<file path="src/rtl/audio_seq_pkg.sv">
// Shared types, default widths and the level magnitude helper
// for the audio stream sequencer.
package audio_seq_pkg;

    localparam int DATA_W_DEF = 32;
    localparam int PER_W_DEF  = 17;

    typedef enum logic [1:0] {
        IDLE,
        READ,
        PROC,
        WRITE
    } seq_state_t;

    // 0x8000 has no positive counterpart, so it clips to 0x7FFF
    function automatic logic [15:0] sat_abs16(input logic [15:0] v);
        logic [15:0] neg;
        neg = ~v + 16'd1;
        if (v == 16'h8000)
            return 16'h7fff;
        else if (v[15])
            return neg;
        else
            return v;
    endfunction

endpackage

</file>
<file path="src/rtl/audio_gate_timer.sv">
// Square-wave mute gate with an optional self-sweeping half-period.
// A zero half-period bypasses the gate (mute held low).
module audio_gate_timer
    import audio_seq_pkg::*;
#(
    parameter int PER_W     = PER_W_DEF,
    parameter int SWEEP_DIV = 16
) (
    input  logic             CLOCK_50,
    input  logic             reset,
    input  logic [PER_W-1:0] period_in,
    input  logic             sweep_en,
    output logic             mute
);

    localparam int PS_W = (SWEEP_DIV > 1) ? $clog2(SWEEP_DIV) : 1;
    localparam logic [PS_W-1:0] PS_LAST = PS_W'(SWEEP_DIV - 1);

    logic [PER_W-1:0] gate_cnt;
    logic [PER_W-1:0] sweep_reg;
    logic [PER_W-1:0] period_eff;
    logic [PS_W-1:0]  prescale;

    assign period_eff = sweep_en ? sweep_reg : period_in;

    always_ff @(posedge CLOCK_50 or posedge reset) begin
        if (reset) begin
            gate_cnt  <= '0;
            mute      <= 1'b0;
            prescale  <= '0;
            sweep_reg <= PER_W'(1);
        end else begin
            // sweep never lands on 0 so it cannot fall into bypass
            if (sweep_en) begin
                if (prescale == PS_LAST) begin
                    prescale  <= '0;
                    sweep_reg <= (&sweep_reg) ? PER_W'(1)
                                              : sweep_reg + PER_W'(1);
                end else begin
                    prescale <= prescale + PS_W'(1);
                end
            end
            if (period_eff == '0) begin
                gate_cnt <= '0;
                mute     <= 1'b0;
            end else if (gate_cnt >= period_eff) begin
                gate_cnt <= '0;
                mute     <= ~mute;
            end else begin
                gate_cnt <= gate_cnt + PER_W'(1);
            end
        end
    end

endmodule

</file>
<file path="src/rtl/audio_stream_sequencer.sv">
// Codec read -> gate -> write sequencer with a left-channel level meter.
// Define AUDIO_SEQ_PEAK_HOLD_EN for a decaying peak-hold level.
module audio_stream_sequencer
    import audio_seq_pkg::*;
#(
    parameter int DATA_W    = DATA_W_DEF,
    parameter int PER_W     = PER_W_DEF,
    parameter int SWEEP_DIV = 16
) (
    input  logic              CLOCK_50,
    input  logic              reset,
    input  logic [PER_W-1:0]  period_in,
    input  logic              sweep_en,
    input  logic              audio_in_available,
    input  logic              audio_out_allowed,
    input  logic [DATA_W-1:0] left_channel_audio_in,
    input  logic [DATA_W-1:0] right_channel_audio_in,
    output logic              read_audio_in,
    output logic              write_audio_out,
    output logic [DATA_W-1:0] left_channel_audio_out,
    output logic [DATA_W-1:0] right_channel_audio_out,
    output logic [15:0]       level,
    output logic              busy
);

    seq_state_t        state;
    logic              mute;
    logic [DATA_W-1:0] left_q;
    logic [DATA_W-1:0] right_q;
    logic [15:0]       mag;

    audio_gate_timer #(
        .PER_W     (PER_W),
        .SWEEP_DIV (SWEEP_DIV)
    ) u_gate (
        .CLOCK_50  (CLOCK_50),
        .reset     (reset),
        .period_in (period_in),
        .sweep_en  (sweep_en),
        .mute      (mute)
    );

    assign write_audio_out = (state == WRITE) && audio_out_allowed;
    assign mag = sat_abs16(left_channel_audio_out[DATA_W-1 -: 16]);

    always_ff @(posedge CLOCK_50 or posedge reset) begin
        if (reset) begin
            state                   <= IDLE;
            read_audio_in           <= 1'b0;
            busy                    <= 1'b0;
            left_q                  <= '0;
            right_q                 <= '0;
            left_channel_audio_out  <= '0;
            right_channel_audio_out <= '0;
        end else begin
            read_audio_in <= 1'b0;
            unique case (state)
                IDLE: begin
                    if (audio_in_available && audio_out_allowed) begin
                        state         <= READ;
                        read_audio_in <= 1'b1;
                        busy          <= 1'b1;
                    end
                end
                READ: begin
                    left_q  <= left_channel_audio_in;
                    right_q <= right_channel_audio_in;
                    state   <= PROC;
                end
                // mute is looked at here only; later toggles wait for the next pair
                PROC: begin
                    left_channel_audio_out  <= mute ? '0 : left_q;
                    right_channel_audio_out <= mute ? '0 : right_q;
                    state                   <= WRITE;
                end
                WRITE: begin
                    if (audio_out_allowed) begin
                        state <= IDLE;
                        busy  <= 1'b0;
                    end
                end
            endcase
        end
    end

`ifdef AUDIO_SEQ_PEAK_HOLD_EN
    logic [15:0] decay_cnt;

    always_ff @(posedge CLOCK_50 or posedge reset) begin
        if (reset) begin
            level     <= '0;
            decay_cnt <= '0;
        end else begin
            decay_cnt <= decay_cnt + 16'd1;
            if (write_audio_out) begin
                if (mag > level)
                    level <= mag;
            end else if ((&decay_cnt) && (level != '0)) begin
                level <= level - 16'd1;
            end
        end
    end
`else
    always_ff @(posedge CLOCK_50 or posedge reset) begin
        if (reset)
            level <= '0;
        else if (write_audio_out)
            level <= mag;
    end
`endif

endmodule

</file>
<file path="config.mk">
export PLATFORM = sky130hd
export DESIGN_NAME = audio_stream_sequencer
export DESIGN_NICKNAME = d
export VERILOG_FILES = /design/src/rtl/audio_seq_pkg.sv /design/src/rtl/audio_gate_timer.sv /design/src/rtl/audio_stream_sequencer.sv
export SDC_FILE = /design/constraint.sdc
export NUM_CORES = 1
export LEC_CHECK = 0
export BUFFER_PORTS_ARGS = -buffer_cell sky130_fd_sc_hd__buf_2
export CORE_MARGIN = 2
export CORE_UTILIZATION = 47
export DETAILED_ROUTE_END_ITERATION = 6
export PLACE_DENSITY = 0.75
export SLEW_MARGIN = 15
export SYNTH_ARGS = -nofsm -noshare
export SYNTH_HDL_FRONTEND = slang
export SYNTH_SLANG_ARGS = --single-unit
</file>
<file path="constraint.sdc">
create_clock -name CLOCK_50 -period 7.76 [get_ports CLOCK_50]
set_input_delay 1.94 -clock CLOCK_50 [delete_from_list [all_inputs] [get_ports CLOCK_50]]
set_output_delay 1.94 -clock CLOCK_50 [all_outputs]
set_load 0.03 [all_outputs]
</file>
==> report_table.html, run 1 <==
<table>
<tr><th>Metric</th><th>Value</th></tr>
<tr><th colspan="2">Drt</th></tr>
<tr><td>Average routed wire per standard cell</td><td>15.44 µm</td></tr>
<tr><td>Final antenna-violating net count</td><td>0</td></tr>
<tr><td>Number of design rule violations left after detail routing</td><td>19</td></tr>
<tr><td>Violation count after the first detailed-route iteration</td><td>404</td></tr>
<tr><td>Ratio of routed vias to standard cells</td><td>5.202</td></tr>
<tr><td>Routed met2 length</td><td>8785 µm</td></tr>
<tr><td>Highest routing layer actually used</td><td>met4</td></tr>
<tr><td>Post-Route M1 WL</td><td>8516 µm</td></tr>
<tr><td>Wire length on met3</td><td>899 µm</td></tr>
<tr><td>Initial DRT Pass Iterations</td><td>7</td></tr>
<tr><td>Sum of routed wire length over all layers</td><td>18,510 µm</td></tr>
<tr><td>DR vias</td><td>6,237</td></tr>
<tr><th colspan="2">Worst setup path</th></tr>
<tr><td>Required @ worst endpoint</td><td>5.82 ns</td></tr>
<tr><td>Cell chain of the critical path</td><td>buf_2 &gt; nand2_1 &gt; inv_1 &gt; buf_2</td></tr>
<tr><td>Start-to-end type of the worst setup path</td><td>in2out</td></tr>
<tr><td>Critical-path top delay cell</td><td>sky130_fd_sc_hd__inv_1</td></tr>
<tr><td>Category of the worst setup path capture point</td><td>primary output</td></tr>
<tr><td>Most common cell type on the critical path</td><td>sky130_fd_sc_hd__buf_2</td></tr>
<tr><td>Largest fanout on the critical path</td><td>16</td></tr>
<tr><td>Worst stage delay on the critical path</td><td>0.40 ns</td></tr>
<tr><td>Crit path arrival time</td><td>around 2.9 ns</td></tr>
<tr><td>FF-to-FF path depth</td><td>9</td></tr>
<tr><td>Critical Path Start Type</td><td>input pin</td></tr>
<tr><th colspan="2">Layout</th></tr>
<tr><td>Layout cell share with drive strength beyond 1</td><td>30.31%</td></tr>
<tr><td>Area added between synthesis and finish</td><td>18.89%</td></tr>
<tr><td>Design Area, Final</td><td>10,350 µm²</td></tr>
<tr><td>Most frequent cells in the layout</td><td>186 x sky130_fd_sc_hd__dfrtp_1, 168 x sky130_fd_sc_hd__buf_2, 86 x sky130_fd_sc_hd__o21ai_0</td></tr>
<tr><td>Antenna cells</td><td>0</td></tr>
<tr><td>Number of nets at the end of the flow</td><td>1,070</td></tr>
<tr><td>Core Util, Final</td><td>57.25%</td></tr>
<tr><td>Most frequent standard cell in the layout excluding fill and tap cells</td><td>sky130_fd_sc_hd__dfrtp_1</td></tr>
<tr><th colspan="2">Timing</th></tr>
<tr><td>Highest Clock Rate</td><td>207.5 MHz</td></tr>
<tr><td>Endpoints failing hold</td><td>0</td></tr>
<tr><td>Post-route minimum period</td><td>4.820 ns</td></tr>
<tr><td>Setup TNS after final layout</td><td>0 ns</td></tr>
<tr><td>Measured slew at the worst slew-check pin</td><td>0.8287 ns</td></tr>
<tr><td>Final setup fails</td><td>0</td></tr>
<tr><td>Worst rel slew slack</td><td>44.75%</td></tr>
<tr><td>RSZ-0062 raised after global routing</td><td>false</td></tr>
<tr><td>Worst-case hold slack</td><td>0.4936 ns</td></tr>
<tr><td>Slew Limit Fails</td><td>0</td></tr>
<tr><td>Final clock period utilization by the worst path</td><td>62.11%</td></tr>
<tr><td>Worst Clk Skew</td><td>0.01084 ns</td></tr>
<tr><th colspan="2">Floorplan</th></tr>
<tr><td>Number of ports placed on the die boundary</td><td>169</td></tr>
<tr><td>Initial core utilization</td><td>48.15%</td></tr>
<tr><td>Placeable core region</td><td>18,090 µm²</td></tr>
<tr><td>Die height</td><td>~140 µm</td></tr>
<tr><td>Placement Rows</td><td>49</td></tr>
<tr><td>Die X</td><td>140.1 µm</td></tr>
<tr><td>Floorplan die area</td><td>19,630 µm²</td></tr>
<tr><th colspan="2">Clock network</th></tr>
<tr><td>Cells resized by post-CTS repair</td><td>0</td></tr>
<tr><td>Hold buffer count at CTS</td><td>0</td></tr>
<tr><td>Clock slew seen by the registers of the worst setup and hold paths</td><td>about 0.080 ns</td></tr>
<tr><td>CTS H-tree depth</td><td>4</td></tr>
<tr><td>CTS tree</td><td>yes</td></tr>
<tr><td>Count of clock tree sinks</td><td>187</td></tr>
<tr><td>Setup repair bufs after CTS</td><td>0</td></tr>
<tr><td>Num CTS Buffers</td><td>17</td></tr>
<tr><td>Clk Latency, worst-skew pair</td><td>between 0.4 and 0.5 ns</td></tr>
<tr><td>Clk Tree Root Cell</td><td>sky130_fd_sc_hd__clkbuf_16</td></tr>
<tr><td>Number of buffers on the longest clock path</td><td>2</td></tr>
<tr><th colspan="2">Hold path</th></tr>
<tr><td>Worst hold-check path type</td><td>reg2reg</td></tr>
<tr><td>Number of cells traversed by the worst hold path</td><td>2</td></tr>
<tr><th colspan="2">Flow run</th></tr>
<tr><td>Max-capacitance violation count</td><td>0</td></tr>
<tr><th colspan="2">Synthesis</th></tr>
<tr><td>Fraction of registers with async set/reset</td><td>100.0%</td></tr>
<tr><td>Warnings, synthesis</td><td>0</td></tr>
<tr><td>Combined area of all synthesized cells</td><td>8708 µm²</td></tr>
<tr><td>Most instantiated flip-flop cell in the synthesis netlist</td><td>sky130_fd_sc_hd__dfrtp_1</td></tr>
<tr><td>Share of the yosys chip area belonging to registers</td><td>53.75%</td></tr>
<tr><td>Number of nets in the synthesized netlist</td><td>914</td></tr>
<tr><td>Gate count after technology mapping</td><td>801</td></tr>
<tr><td>Number of storage elements in the synthesis netlist</td><td>187</td></tr>
<tr><td>Post-synth cell types</td><td>46</td></tr>
<tr><td>Synth Area per Inst</td><td>between 10 and 15 µm²</td></tr>
<tr><td>Post-synth EDFFs</td><td>0</td></tr>
<tr><th colspan="2">Pwr</th></tr>
<tr><td>PD cells</td><td>410.1 nW/µm²</td></tr>
<tr><td>IR Drop Worst-Case VDD</td><td>0.1722 mV</td></tr>
<tr><td>Cell leakage power</td><td>4.851 nW</td></tr>
<tr><th colspan="2">Placement</th></tr>
<tr><td>IO buf count</td><td>168</td></tr>
<tr><td>Placer congestion estimate</td><td>between 0.8 and 0.9</td></tr>
<tr><td>DPL Wire Length</td><td>between 10,000 and 15,000 µm</td></tr>
<tr><td>Post-detailed-placement cell area</td><td>9738 µm²</td></tr>
<tr><th colspan="2">Run status</th></tr>
<tr><td>Violations in the final reports</td><td>design-rule violations</td></tr>
<tr><td>Result of the run</td><td>finished, violations left</td></tr>
<tr><th colspan="2">Global routing</th></tr>
<tr><td>First-pass GRT wire length</td><td>30,570 µm</td></tr>
<tr><td>Global-route usage over all layers</td><td>around 19%</td></tr>
<tr><td>Via count of the first global-routing pass</td><td>about 6,100</td></tr>
<tr><td>GRT overflow</td><td>0</td></tr>
<tr><td>Pin count of the biggest net entering global routing</td><td>122</td></tr>
<tr><td>Antenna violations before repair</td><td>0</td></tr>
</table>
==> critical path, delay by kind of cell <==
family                 cells  cell delay (ns)
buffers and inverters      3             0.80
and+or+nand+nor            1             0.14
==> cell type report <==
class	count	area, µm²
Fill cell	1520	7732
Sequential cell	187	4681
Multi-Input combinational cell	501	3600
Timing Repair Buffer	172	870.8
Clock buffer	17	425.4
Inverter	78	300.3
Tap cell	229	286.5
Clock inverter	15	190.2
==> worst paths after layout <==
path                                     start  slack (ns)                           to
hold reg to reg                      level[15]        0.49                    level[15]
hold / removal                       level[15]        0.49                    level[15]
min in group asynchronous                reset        1.65                    left_q[9]
max in group asynchronous                reset        4.71  right_channel_audio_out[25]
setup / recovery             audio_out_allowed        2.94              write_audio_out
setup reg to reg           u_gate.sweep_reg[6]        5.18          u_gate.sweep_reg[7]
==> cells in the mapped netlist (2+ instances only) <==
cell,count,area (µm²)
sky130_fd_sc_hd__dfrtp_1,186,4654
sky130_fd_sc_hd__o21ai_0,86,430.4
sky130_fd_sc_hd__inv_1,78,292.8
sky130_fd_sc_hd__mux2_2,66,743.2
sky130_fd_sc_hd__nand3b_1,65,488.0
sky130_fd_sc_hd__nor2_1,58,217.7
sky130_fd_sc_hd__nand2_1,34,127.6
sky130_fd_sc_hd__clkbuf_1,27,101.4
sky130_fd_sc_hd__ha_1,27,337.8
sky130_fd_sc_hd__xnor2_1,25,219.0
sky130_fd_sc_hd__mux2i_1,17,170.2
sky130_fd_sc_hd__nand3_1,17,85.08
sky130_fd_sc_hd__a21oi_1,14,70.07
sky130_fd_sc_hd__xor2_1,12,105.1
sky130_fd_sc_hd__a21oi_2,11,96.34
sky130_fd_sc_hd__nand4_1,10,62.56
sky130_fd_sc_hd__nor3_1,7,35.03
sky130_fd_sc_hd__and3_1,5,31.28
sky130_fd_sc_hd__o21a_1,5,37.54
sky130_fd_sc_hd__nor2b_1,4,25.02
sky130_fd_sc_hd__o31ai_1,4,30.03
sky130_fd_sc_hd__o41ai_1,4,35.03
sky130_fd_sc_hd__buf_1,3,11.26
sky130_fd_sc_hd__buf_2,3,15.01
sky130_fd_sc_hd__nor2_2,3,18.77
sky130_fd_sc_hd__o22ai_1,3,18.77
sky130_fd_sc_hd__or3_1,3,18.77
sky130_fd_sc_hd__a21o_1,2,15.01
sky130_fd_sc_hd__and2_1,2,12.51
sky130_fd_sc_hd__buf_6,2,22.52
sky130_fd_sc_hd__nor4_1,2,12.51
sky130_fd_sc_hd__or4_1,2,15.01
==> per-stage QoR <==
step / power [W] / instances / worst slack [ns]
global placement: 0.003328 / 1167 / 2.990
CTS: 0.004292 / 1199 / 2.946
detailed placement: 0.003387 / 1167 / 2.948
finish: 0.004247 / 1199 / 2.940
global route: 0.004531 / 1199 / 2.850
floorplan: 0.002922 / 801 / 0.7362
==> cells by family (layout without fill, tap and decap cells) <==
group | after synthesis | after routing | share of synthesized area (%)
XOR/XNOR | 37 | 37 | 3.721
adder cells (fa/ha/maj) | 27 | 27 | 3.879
multiplexers | 83 | 83 | 10.49
buffers and inverters | 113 | 282 | 5.086
flip-flops | 187 | 187 | 53.75
AO/OA/AOI/OAI | 135 | 135 | 8.966
AND/OR/NAND/NOR | 219 | 219 | 14.11
==> power by group <==
part,internal (W),switching [W],total (W)
Clock,0.000468,0.000422,0.000890
Sequential,0.00138,0.000263,0.00164
Combinational,0.000676,0.00104,0.00171
Total,0.00252,0.00172,0.00425
==> per-layer routing <==
metal | vias up | global-route usage (%)
li1 | 3049 | -
met1 | 3022 | 26.27
met2 | 145 | 31.01
met3 | 21 | 4.239
met4 | 0 | 6.858
met5 | - | 0
No activity file was read; power rests on OpenSTA's default activity.
==> run 2: changes to the inputs <==
--- a/config.mk
+++ b/config.mk
@@ -5,11 +5,12 @@
 export SDC_FILE = /design/constraint.sdc
 export NUM_CORES = 1
 export LEC_CHECK = 0
+export ABC_AREA = 1
 export BUFFER_PORTS_ARGS = -buffer_cell sky130_fd_sc_hd__buf_2
 export CORE_MARGIN = 2
 export CORE_UTILIZATION = 47
 export DETAILED_ROUTE_END_ITERATION = 6
-export PLACE_DENSITY = 0.75
+export PLACE_DENSITY = 0.74
 export SLEW_MARGIN = 15
 export SYNTH_ARGS = -nofsm -noshare
 export SYNTH_HDL_FRONTEND = slang
==> constraint.sdc (replaced) <==
create_clock -name CLOCK_50 -period 4.9 [get_ports CLOCK_50]
set_input_delay 1.225 -clock CLOCK_50 [delete_from_list [all_inputs] [get_ports CLOCK_50]]
set_output_delay 1.225 -clock CLOCK_50 [all_outputs]
set_load 0.03 [all_outputs]
==> run 2 against run 1 <==
Net effect:
- the flow now finishes without violations
- cell count increased by 23%
- sequential power increased by 55%
- combinational power increased by 67%
- power increased by 60%
- final area increased by 1.8%
- non-clock buffer count increased by 1
- synthesized area increased by 2.1%
- routed wire length increased by 11%
- hold slack got worse by 0.0057 ns
- clock skew increased by 0.0058 ns
- critical path type unchanged
- largest power group unchanged
==> report_table.html, run 2 <==
<table>
<tr><th>Metric</th><th>Value</th></tr>
<tr><th colspan="2">Pwr</th></tr>
<tr><td>PD cells</td><td>646.6 nW/µm² (+58%)</td></tr>
<tr><td>IR Drop Worst-Case VDD</td><td>0.3973 mV (+130%)</td></tr>
<tr><td>Clock network fraction of design power</td><td>20.6% (-0.4 points)</td></tr>
<tr><td>Part of the power in combinational logic</td><td>42.0% (+1.7 points)</td></tr>
<tr><td>Cell leakage power</td><td>5.473 nW (+13%)</td></tr>
<tr><td>Sequential cell fraction of total power</td><td>37.4% (-1.3 points)</td></tr>
<tr><td>Reported net switching power</td><td>0.003054 W (+77%)</td></tr>
<tr><td>P_int</td><td>0.003762 W (+49%)</td></tr>
<tr><td>Total power</td><td>0.006816 W (+60%)</td></tr>
<tr><td>Switch share</td><td>44.80% (+4.3 points)</td></tr>
<tr><th colspan="2">Synthesis</th></tr>
<tr><td>Fraction of synthesized cell area in xor and xnor cells</td><td>1.478% (-2.2 points)</td></tr>
<tr><td>Cell accounting for the most synthesized area</td><td>sky130_fd_sc_hd__dfrtp_1</td></tr>
<tr><td>Share of the yosys chip area belonging to registers</td><td>52.67% (-1.1 points)</td></tr>
<tr><td>Synth top cells by count</td><td>254 x sky130_fd_sc_hd__nand2_1, 196 x sky130_fd_sc_hd__inv_1, 186 x sky130_fd_sc_hd__dfrtp_1</td></tr>
<tr><td>Share of cell area taken by muxes after synthesis</td><td>0.1126% (-10 points)</td></tr>
<tr><td>Synth Area per Inst</td><td>8.306 µm² (-24%)</td></tr>
<tr><td>Share of Yosys cell area claimed by the top area cell type</td><td>52.37% (-1.1 points)</td></tr>
<tr><td>Cell types occupying the most area after synthesis</td><td>sky130_fd_sc_hd__dfrtp_1 52%, sky130_fd_sc_hd__nand2_1 11%, sky130_fd_sc_hd__inv_1 8.3%, sky130_fd_sc_hd__o21ai_0 5.3%, sky130_fd_sc_hd__o22ai_1 4.5%</td></tr>
<tr><td>Simple logic cell fraction of the synthesized area</td><td>19.71% (+5.6 points)</td></tr>
<tr><td>Post-synth EDFFs</td><td>0 (unchanged)</td></tr>
<tr><td>Post-synth cell types</td><td>35 (-24%)</td></tr>
<tr><td>Most instantiated flip-flop cell in the synthesis netlist</td><td>sky130_fd_sc_hd__dfrtp_1</td></tr>
<tr><td>Dominant combinational cell family by area after synthesis</td><td>simple AND/OR/NAND/NOR gates</td></tr>
<tr><td>Gate count after technology mapping</td><td>1,070 (+34%)</td></tr>
<tr><td>Number of storage elements in the synthesis netlist</td><td>187 (unchanged)</td></tr>
<tr><td>Adder-Cell Fraction of Synth Area</td><td>3.801% (-0.078 points)</td></tr>
<tr><td>Fraction of registers with async set/reset</td><td>100.0% (unchanged)</td></tr>
<tr><td>Compound-Gate Fraction of Synth Area</td><td>11.76% (+2.8 points)</td></tr>
<tr><td>Warnings, synthesis</td><td>0 (unchanged)</td></tr>
<tr><td>Combined area of all synthesized cells</td><td>8887 µm² (+2.1%)</td></tr>
<tr><td>Number of nets in the synthesized netlist</td><td>1,183 (+29%)</td></tr>
<tr><td>Most numerous cell in the Yosys netlist</td><td>sky130_fd_sc_hd__nand2_1</td></tr>
<tr><th colspan="2">Layout</th></tr>
<tr><td>Number of nets at the end of the flow</td><td>1,337 (+25%)</td></tr>
<tr><td>Area added between synthesis and finish</td><td>18.61%</td></tr>
<tr><td>Layout cell share with drive strength beyond 1</td><td>18.51% (-12 points)</td></tr>
<tr><td>Most frequent standard cell in the layout excluding fill and tap cells</td><td>sky130_fd_sc_hd__nand2_1</td></tr>
<tr><td>Most frequent cells in the layout</td><td>253 x sky130_fd_sc_hd__nand2_1, 195 x sky130_fd_sc_hd__inv_1, 186 x sky130_fd_sc_hd__dfrtp_1</td></tr>
<tr><th colspan="2">Clock network</th></tr>
<tr><td>Clk Latency, worst-skew pair</td><td>0.43 ns (about the same)</td></tr>
<tr><td>Hold buffer count at CTS</td><td>0 (unchanged)</td></tr>
<tr><td>Count of clock tree sinks</td><td>187 (unchanged)</td></tr>
<tr><td>Number of buffers on the longest clock path</td><td>2 (unchanged)</td></tr>
<tr><td>Cells resized by post-CTS repair</td><td>0 (unchanged)</td></tr>
<tr><td>Clock slew seen by the registers of the worst setup and hold paths</td><td>0.08 ns (about the same)</td></tr>
<tr><td>CTS H-tree depth</td><td>4 (unchanged)</td></tr>
<tr><td>Setup repair bufs after CTS</td><td>0 (unchanged)</td></tr>
<tr><td>CTS tree</td><td>yes</td></tr>
<tr><td>Num CTS Buffers</td><td>17 (unchanged)</td></tr>
<tr><td>Clk Tree Root Cell</td><td>sky130_fd_sc_hd__clkbuf_16</td></tr>
<tr><th colspan="2">Global routing</th></tr>
<tr><td>Global-route usage over all layers</td><td>21.02% (+1.7 points)</td></tr>
<tr><td>GRT overflow</td><td>0 (unchanged)</td></tr>
<tr><td>Via count of the first global-routing pass</td><td>6,928 (+13%)</td></tr>
<tr><td>First-pass GRT wire length</td><td>33,960 µm (+11%)</td></tr>
<tr><td>Pin count of the biggest net entering global routing</td><td>188 (+54%)</td></tr>
<tr><td>Antenna violations before repair</td><td>2 (+2)</td></tr>
<tr><th colspan="2">Timing</th></tr>
<tr><td>Measured slew at the worst slew-check pin</td><td>1.059 ns (+0.2300 ns)</td></tr>
<tr><td>Endpoints failing hold</td><td>0 (unchanged)</td></tr>
<tr><td>Setup TNS after final layout</td><td>0 ns (unchanged)</td></tr>
<tr><td>Final setup fails</td><td>0 (unchanged)</td></tr>
<tr><td>Worst rel slew slack</td><td>29.42% (-15 points)</td></tr>
<tr><td>Worst Clk Skew</td><td>0.01660 ns (+0.005765 ns)</td></tr>
<tr><td>Post-route minimum period</td><td>3.222 ns</td></tr>
<tr><td>Slew Limit Fails</td><td>0 (unchanged)</td></tr>
<tr><td>Final clock period utilization by the worst path</td><td>approximately two thirds</td></tr>
<tr><td>Highest Clock Rate</td><td>310.4 MHz</td></tr>
<tr><td>RSZ-0062 raised after global routing</td><td>false</td></tr>
<tr><th colspan="2">Worst setup path</th></tr>
<tr><td>Most common cell type on the critical path</td><td>sky130_fd_sc_hd__buf_2</td></tr>
<tr><td>Cell chain of the critical path</td><td>buf_2 &gt; nand2_1 &gt; inv_1 &gt; buf_2</td></tr>
<tr><td>Required @ worst endpoint</td><td>3.67 ns (-2.15 ns)</td></tr>
<tr><td>Start-to-end type of the worst setup path</td><td>in2out</td></tr>
<tr><td>Crit path arrival time</td><td>2.00 ns (-0.88 ns)</td></tr>
<tr><td>Category of the worst setup path capture point</td><td>primary output</td></tr>
<tr><td>Critical-path top delay cell</td><td>sky130_fd_sc_hd__nand2_1</td></tr>
<tr><td>Critical Path Start Type</td><td>input pin</td></tr>
<tr><td>Largest fanout on the critical path</td><td>12 (-4)</td></tr>
<tr><td>Worst stage delay on the critical path</td><td>0.34 ns (-0.06 ns)</td></tr>
<tr><th colspan="2">Floorplan</th></tr>
<tr><td>Placeable core region</td><td>18,640 µm² (+3.1%)</td></tr>
<tr><td>Placement Rows</td><td>50 (+2.0%)</td></tr>
<tr><td>Initial core utilization</td><td>47.67% (-0.48 points)</td></tr>
<tr><td>Floorplan die area</td><td>20,030 µm² (+2.0%)</td></tr>
<tr><td>Die height</td><td>141.5 µm (+0.99%)</td></tr>
<tr><td>Number of ports placed on the die boundary</td><td>169 (unchanged)</td></tr>
<tr><td>Die X</td><td>141.5 µm (+0.99%)</td></tr>
<tr><th colspan="2">Drt</th></tr>
<tr><td>Final antenna-violating net count</td><td>0 (unchanged)</td></tr>
<tr><td>Sum of routed wire length over all layers</td><td>20,470 µm (+11%)</td></tr>
<tr><td>Ratio of routed vias to standard cells</td><td>5.001 (-3.9%)</td></tr>
<tr><td>Average routed wire per standard cell</td><td>13.89 µm (-10%)</td></tr>
<tr><td>DR vias</td><td>7,366 (+18%)</td></tr>
<tr><td>Violation count after the first detailed-route iteration</td><td>518 (+28%)</td></tr>
<tr><td>Number of design rule violations left after detail routing</td><td>0 (-19)</td></tr>
<tr><td>Initial DRT Pass Iterations</td><td>5 (-2)</td></tr>
<tr><th colspan="2">Run status</th></tr>
<tr><td>Result of the run</td><td>finished, final reports clean</td></tr>
<tr><th colspan="2">Placement</th></tr>
<tr><td>IO buf count</td><td>168 (unchanged)</td></tr>
<tr><td>Placer congestion estimate</td><td>0.8926 (+5.9%)</td></tr>
<tr><td>DPL Wire Length</td><td>14,110 µm (+11%)</td></tr>
<tr><th colspan="2">Flow run</th></tr>
<tr><td>Max-capacitance violation count</td><td>0 (unchanged)</td></tr>
<tr><th colspan="2">Hold path</th></tr>
<tr><td>Worst hold-check path type</td><td>reg2reg</td></tr>
</table>
## run 2: per-layer routing
metal / share of wire [%] / GRT usage [%] / vias to the layer above
li1: - / - / 3697
met1: 46 / 29.27 / 3428
met2: 45 / 31.76 / 213
met3: 6.7 / 6.446 / 28
met4: 2.1 / 6.474 / 0
met5: 0 / 0 / -
## run 2: final cells by class
class / count / area [µm²]
well taps: 234 / 292.8
clock buffers: 17 / 425.4
diodes: 2 / 5.005
clock inverters: 15 / 193.9
flip-flops and latches: 187 / 4681
inverters: 196 / 739.5
repair buffers: 173 / 910.9
multi-input cells: 649 / 3293
fillers: 1698 / 8102
## run 2: cell families after synthesis
kind of cell               after synthesis
and+or+nand+nor                        417
AOI/OAI and AO/OA                      189
muxes                                    1
xor gates and xnor gates                15
adders and majority gates               27
buffers and inverters                  234
DFF                                    187
## run 2: final timing paths
| check | from | to | slack (ns) | cells after the start |
|---|---|---|---|---|
| setup reg to reg | u_gate.sweep_reg[7] | u_gate.sweep_reg[7] | 2.22 | 10 |
| hold / removal | level[10] | level[10] | 0.49 | 2 |
| min in group asynchronous | reset | u_gate.sweep_reg[13] | 1.01 | 3 |
| max in group asynchronous | reset | u_gate.gate_cnt[1] | 3.03 | 3 |
| hold reg to reg | level[10] | level[10] | 0.49 | 2 |
| setup / recovery | audio_out_allowed | write_audio_out | 1.68 | 4 |
## run 2: stage by stage
stage	instances	utilization (%)	worst slack (ns)	cell area (µm²)	hold WS [ns]
final	1473	56.54	1.678	10540	0.4879
after global routing	1471	56.52	1.361	10540	0.5280
after CTS	1470	56.37	1.677	10510	0.4882
after detailed placement	1438	53.05	1.285	9889	0.4606
after global placement	1438	53.05	1.353	9889	0.4632
after floorplan	1070	-	1.269	8891	0.4516
## run 2: critical path, delay by kind of cell
kind	cells	cell delay (ns)
buffers and inverters	3	0.43
AND/OR/NAND/NOR	1	0.34
## run 2: power by group through the flow
stage	clock network, W	registers, W	logic, W
floorplan	0	0.00310	0.00150
global placement	0	0.00256	0.00279
detailed placement	0	0.00257	0.00286
CTS	0.00144	0.00255	0.00287
global route	0.00151	0.00263	0.00321
finish	0.00140	0.00255	0.00286
